<file path="src/rtl/pc_sequencer.sv">
// pc_sequencer: instruction fetch/decode sequencer that drives an external
// program counter through registered mode levels and an update strobe.
//
// Ports:
//   clk, rst_n        system clock, asynchronous active-low reset
//   start             leave IDLE (boot preload to 0) or HALT (resume fetching)
//   pc                current program counter value
//   rom_addr, rom_req fetch address / request to program ROM
//   instr, rom_valid  ROM data and data-valid strobe
//   zero              ALU zero flag for JZ
//   incr              program counter update strobe (counter acts on rising edge)
//   preload, jsr, ret program counter mode levels (one-hot or all low)
//   addr              program counter target / offset
//   in_sub, halted    subroutine active, sequencer halted
//   err               sticky error (bad JSR/RET nesting, fetch timeout)
//
// state  | meaning
// IDLE   | after reset, waits for start to boot
// FETCH  | rom_req high, waits for rom_valid, decodes instruction
// SETUP  | mode levels/addr settle, incr low
// STROBE | incr high, counter updates
// HOLD   | incr low, levels held; cleared on exit
// HALT   | stopped, waits for start to resume at FETCH
module pc_sequencer #(
    parameter int ROM_TIMEOUT = 16
) (
    input  logic        clk,
    input  logic        rst_n,
    input  logic        start,
    input  logic [10:0] pc,
    output logic [10:0] rom_addr,
    output logic        rom_req,
    input  logic [15:0] instr,
    input  logic        rom_valid,
    input  logic        zero,
    output logic        incr,
    output logic        preload,
    output logic        jsr,
    output logic        ret,
    output logic [10:0] addr,
    output logic        in_sub,
    output logic        halted,
    output logic        err
);

    localparam int TW = $clog2(ROM_TIMEOUT + 1);
    localparam logic [TW-1:0] TMR_LOAD = TW'(ROM_TIMEOUT - 1);

    localparam logic [4:0] OP_JMP  = 5'h10;
    localparam logic [4:0] OP_JZ   = 5'h11;
    localparam logic [4:0] OP_JSR  = 5'h12;
    localparam logic [4:0] OP_RET  = 5'h13;
    localparam logic [4:0] OP_HALT = 5'h1F;

    typedef enum logic [2:0] {
        IDLE, FETCH, SETUP, STROBE, HOLD, HALT
    } state_t;

    state_t          state_q, state_d;
    logic [TW-1:0]   timer_q, timer_d;
    logic            incr_q, incr_d;
    logic            preload_q, preload_d;
    logic            jsr_q, jsr_d;
    logic            ret_q, ret_d;
    logic [10:0]     addr_q, addr_d;
    logic            in_sub_q, in_sub_d;
    logic            err_q, err_d;
    logic            halt_op_q, halt_op_d;

    logic [4:0]      op;
    logic [10:0]     operand;

    assign op      = instr[15:11];
    assign operand = instr[10:0];

    always_ff @(posedge clk or negedge rst_n) begin
        if (!rst_n) begin
            state_q   <= IDLE;
            timer_q   <= '0;
            incr_q    <= 1'b0;
            preload_q <= 1'b0;
            jsr_q     <= 1'b0;
            ret_q     <= 1'b0;
            addr_q    <= '0;
            in_sub_q  <= 1'b0;
            err_q     <= 1'b0;
            halt_op_q <= 1'b0;
        end else begin
            state_q   <= state_d;
            timer_q   <= timer_d;
            incr_q    <= incr_d;
            preload_q <= preload_d;
            jsr_q     <= jsr_d;
            ret_q     <= ret_d;
            addr_q    <= addr_d;
            in_sub_q  <= in_sub_d;
            err_q     <= err_d;
            halt_op_q <= halt_op_d;
        end
    end

    always_comb begin
        state_d   = state_q;
        timer_d   = timer_q;
        incr_d    = 1'b0;
        preload_d = preload_q;
        jsr_d     = jsr_q;
        ret_d     = ret_q;
        addr_d    = addr_q;
        in_sub_d  = in_sub_q;
        err_d     = err_q;
        halt_op_d = halt_op_q;

        case (state_q)
            IDLE: begin
                if (start) begin
                    // Boot preload forces the external counter to 0.
                    preload_d = 1'b1;
                    jsr_d     = 1'b0;
                    ret_d     = 1'b0;
                    addr_d    = '0;
                    halt_op_d = 1'b0;
                    state_d   = SETUP;
                end
            end
            FETCH: begin
                if (rom_valid) begin
                    preload_d = 1'b0;
                    jsr_d     = 1'b0;
                    ret_d     = 1'b0;
                    addr_d    = '0;
                    halt_op_d = 1'b0;
                    case (op)
                        OP_JMP: begin
                            preload_d = 1'b1;
                            addr_d    = operand;
                        end
                        OP_JZ: begin
                            if (zero) begin
                                preload_d = 1'b1;
                                addr_d    = operand;
                            end
                        end
                        OP_JSR: begin
                            // Only one return address fits in the counter.
                            if (in_sub_q) begin
                                err_d = 1'b1;
                            end else begin
                                jsr_d    = 1'b1;
                                addr_d   = {1'b0, operand[9:0]};
                                in_sub_d = 1'b1;
                            end
                        end
                        OP_RET: begin
                            if (!in_sub_q) begin
                                err_d = 1'b1;
                            end else begin
                                ret_d    = 1'b1;
                                in_sub_d = 1'b0;
                            end
                        end
                        OP_HALT: halt_op_d = 1'b1;
                        default: ;
                    endcase
                    state_d = SETUP;
                end else if (timer_q == '0) begin
                    err_d   = 1'b1;
                    state_d = HALT;
                end else begin
                    timer_d = timer_q - TW'(1);
                end
            end
            SETUP: begin
                incr_d  = 1'b1;
                state_d = STROBE;
            end
            STROBE: begin
                state_d = HOLD;
            end
            HOLD: begin
                preload_d = 1'b0;
                jsr_d     = 1'b0;
                ret_d     = 1'b0;
                timer_d   = TMR_LOAD;
                state_d   = halt_op_q ? HALT : FETCH;
            end
            HALT: begin
                if (start) begin
                    timer_d = TMR_LOAD;
                    state_d = FETCH;
                end
            end
            default: state_d = IDLE;
        endcase
    end

    assign rom_req  = (state_q == FETCH);
    assign rom_addr = rom_req ? pc : '0;
    assign halted   = (state_q == HALT);
    assign incr     = incr_q;
    assign preload  = preload_q;
    assign jsr      = jsr_q;
    assign ret      = ret_q;
    assign addr     = addr_q;
    assign in_sub   = in_sub_q;
    assign err      = err_q;

endmodule

</file>
<file path="config.mk">
export PLATFORM = sky130hd
export DESIGN_NAME = pc_sequencer
export DESIGN_NICKNAME = d
export VERILOG_FILES = /design/src/rtl/pc_sequencer.sv
export SDC_FILE = /design/constraint.sdc
export NUM_CORES = 1
export LEC_CHECK = 0
export BUFFER_PORTS_ARGS = -buffer_cell sky130_fd_sc_hd__buf_2
export CAP_MARGIN = 30
export CORE_MARGIN = 2
export CORE_UTILIZATION = 46
export DETAILED_ROUTE_END_ITERATION = 6
export HOLD_SLACK_MARGIN = 0.12
export PLACE_DENSITY = 0.82
export SYNTH_ARGS = -nofsm -noshare
export SYNTH_HDL_FRONTEND = slang
export SYNTH_SLANG_ARGS = --single-unit
</file>
<file path="constraint.sdc">
create_clock -name clk -period 2 [get_ports clk]
set_input_delay 0.2 -clock clk [delete_from_list [all_inputs] [get_ports clk]]
set_output_delay 0.2 -clock clk [all_outputs]
set_load 0.005 [all_outputs]
</file>
==> impl_results.md <==
- Antenna Nets Post-Route: 0
- GRT Total Usage: 21.8%
- Die area: 3470 um^2
- PD cells: 1040 nW/um^2
- Hold Crit Start: instr[12]
- Clk network pwr share: 13.9%
- CP Class: reg2out
- Leakage: 1.00 nW
- Switching fraction of total power: 38.9%
- Max Clock Skew: 2.24 ps
- Nets: 243
- Htree depth: 1
- CTS clk-pin slew, worst paths: 140 ps
- Antenna cells: 0
- Slew of the pin with the lowest slew margin: 840 ps
- CTS Buffer Depth: 2
- RD Place Congestion: 0.787
- Area occupied by multi-input gates: 673 um^2
- WP data required: 1800 ps
- Met3 Use GR: 2.64%
- Hpwl dp: 2630 um
- CTS tree: done
- Worst-path fanout max: 14
- Met1 usage: 28.1%
- CP endpoint kind: primary output
- Period minus WS final: 1890 ps
- First-pass GRT wire length: 5750 um
- Initial antenna violation count: 0
- Final Setup Violations: 0
- Vias in the first global route: 1283
- Initial core utilization: 49.5%
- Clk root buf: clkbuf_4
- RR Endpoint: timer_q[0]
- Commonest non-fill, non-tap cell in the layout: buf_2
- FF-to-FF setup slack: 190 ps
- 1st-iter DRT viols: 81
- Sequential share of power: 36.9%
- Synth Warn #: 0
- Die Ht: 58.9 um
- Core ar.: 2810 um^2
- Syn Nets: 167
- Drt wl/cell: 15.0 um
- Vias: 1322
- Grt total ovfl: 0
- #FFs+latches synth: 26
- Row Count: 19
- Sink Count: 26
- Met2 GRT Util: 37.8%
- Worst Hold Path EP: halt_op_q
- Period utilization: 94.3%
- Sequential share of the synthesized area: 46.9%
- Port Buf Inserts: 61
- Width of the chip: 58.9 um
- Fillers: 217
- Most frequent cells in the layout: 61 x buf_2, 26 x dfrtp_1, 13 x and2_1, 13 x dlygate4sd3_1, 11 x a32o_1
- Startpoint Class: register
- GRT busiest layer: met2
- Min-Delay Path Depth: 3
- Peak supply drop: 0.618 mV
- Tot Pwr: 0.00198 W
- Total CTS buffers: 3
- Fin. max-slew vios: 0
- Clock network latency to the later pin of the worst-skew pair: 330 ps
- Sw power: 0.000771 W
- RSZ-0062 raised after global routing: no
- Layout cells sized above 1: 37.3%
- Largest net degree at the start of global routing: 27
- Setup bufs post-CTS: 0
- P_int: 0.00121 W
- Gate Count Post-Synth: 134
- Maxcap violations: 0
- Post-synth top flop: dfrtp_1
- Drc violations: 0
- Status: completed
- Routed wire length: 3600 um
- Number of synthesized flops with an enable pin: 0
- Worst-case reg-to-reg path depth: 5
- Reg area: 651 um^2
- F_max: 530 MHz
- Avg Synthesized Cell Area: 10.4 um^2
- Comb pwr share: 49.2%
- Post-synth cell types: 47
- Syn-to-layout area delta: 37.3%
- RR Startpoint: timer_q[0]
- Area of the mapped netlist: 1390 um^2
- Drt pass-1 iters: 4
- Async SR Flop Fraction: 100%
- I/O Pins: 62
- Relative slew slack: 44.0%
- Worst Path Arrival: 1690 ps
- Final Hold Vio Count: 0
- Worst min path class: in2reg
- Vias per cell: 5.51
- TNS Setup: 0 ps
[power by group through the flow]
stage / combinational [W] / clock [W] / sequential [W]
floorplan: 0.000609 / 0 / 0.000738
global placement: 0.000901 / 0 / 0.000736
detailed placement: 0.000937 / 0 / 0.000743
CTS: 0.000960 / 0.000277 / 0.000730
global route: 0.00108 / 0.000297 / 0.000754
finish: 0.000974 / 0.000275 / 0.000731
[layout make-up]
cell class,count,area share (%)
clock buffer,4,1.90
inverter,8,1.77
multi-input combinational,92,35.3
sequential,26,34.1
tap,31,2.04
timing repair buffer,79,24.8
[how the worst max path moves through the flow]
stage                     startpoint          end  slack [ps]  depth (start not counted)
after global placement    timer_q[0]   timer_q[0]         310                          5
after detailed placement  timer_q[0]   timer_q[0]         230                          5
final                     state_q[1]  rom_addr[4]         110                          4
after CTS                 state_q[1]  rom_addr[4]          20                          4
after floorplan           timer_q[0]   timer_q[0]         350                          5
after global routing      state_q[1]  rom_addr[4]          20                          4
[state kept, by name, indices dropped and copies added, names as in the netlist]
register and count:
in_sub 1, jsr 1, ret 1, state_q 3
err 1, preload 1, incr 1, timer_q 5
addr 11, halt_op_q 1
[critical path, cell delays in order, from the launching register on]
cell and delay [ps]:
dfrtp_1 450, or3b_4 450, clkinvlp_4 170, and2_1 160
buf_2 120
[synthesized netlist by cell type, types with 2 or more instances]
master    number  area [um^2]
o21a_1         2         15.0
inv_1          8         30.0
nor2_1         7         26.3
a32o_1        11          110
nor2b_1        2         12.5
o22ai_1        2         12.5
nor4b_1        2         17.5
a22oi_1        2         15.0
clkbuf_1       7         26.3
o211a_1        2         20.0
and2_1        13         81.3
a21oi_1        3         15.0
o21ai_1        2         10.0
nand4_1        2         12.5
and3_1         2         12.5
or3b_2         2         17.5
mux2i_1        2         20.0
nand2b_1       4         25.0
nor3b_1        3         22.5
o21ai_0        4         20.0
dfrtp_1       26          651
[layer usage]
metal	routed length, um	vias up
met5	0	-
met3	132	3
met4	31	0
met1	1580	631
met2	1860	41
li1	-	647
[repair_timing]
action,in CTS,in global routing
gates resized for setup,0,1
endpoints found under the setup margin,0,11
endpoints found under the hold margin,37,1
hold buffers,12,1
[cells by family after synthesis]
logic type,synth area share (%)
multiplexers,1.44
AND/OR/NAND/NOR,23.1
XOR/XNOR,0.631
buffers and inverters,4.60
AO/OA/AOI/OAI,22.5
adder cells (fa/ha/maj),0.902
flip-flops,46.9
[per-stage QoR]
stage          utilization, %  setup slack (ps)  hold slack (ps)  instances  area [um^2]
2_1_floorplan               -               346            -95.6        134         1390
3_3_place_gp             61.9               307              221        223         1740
3_5_place_dp             61.9               231              231        223         1740
4_1_cts                  67.4              19.8              122        239         1890
5_1_grt                  67.9              21.0              166        240         1910
6_report                 67.9               114              151        240         1910
Note: power is estimated with default switching activity, not from simulation.
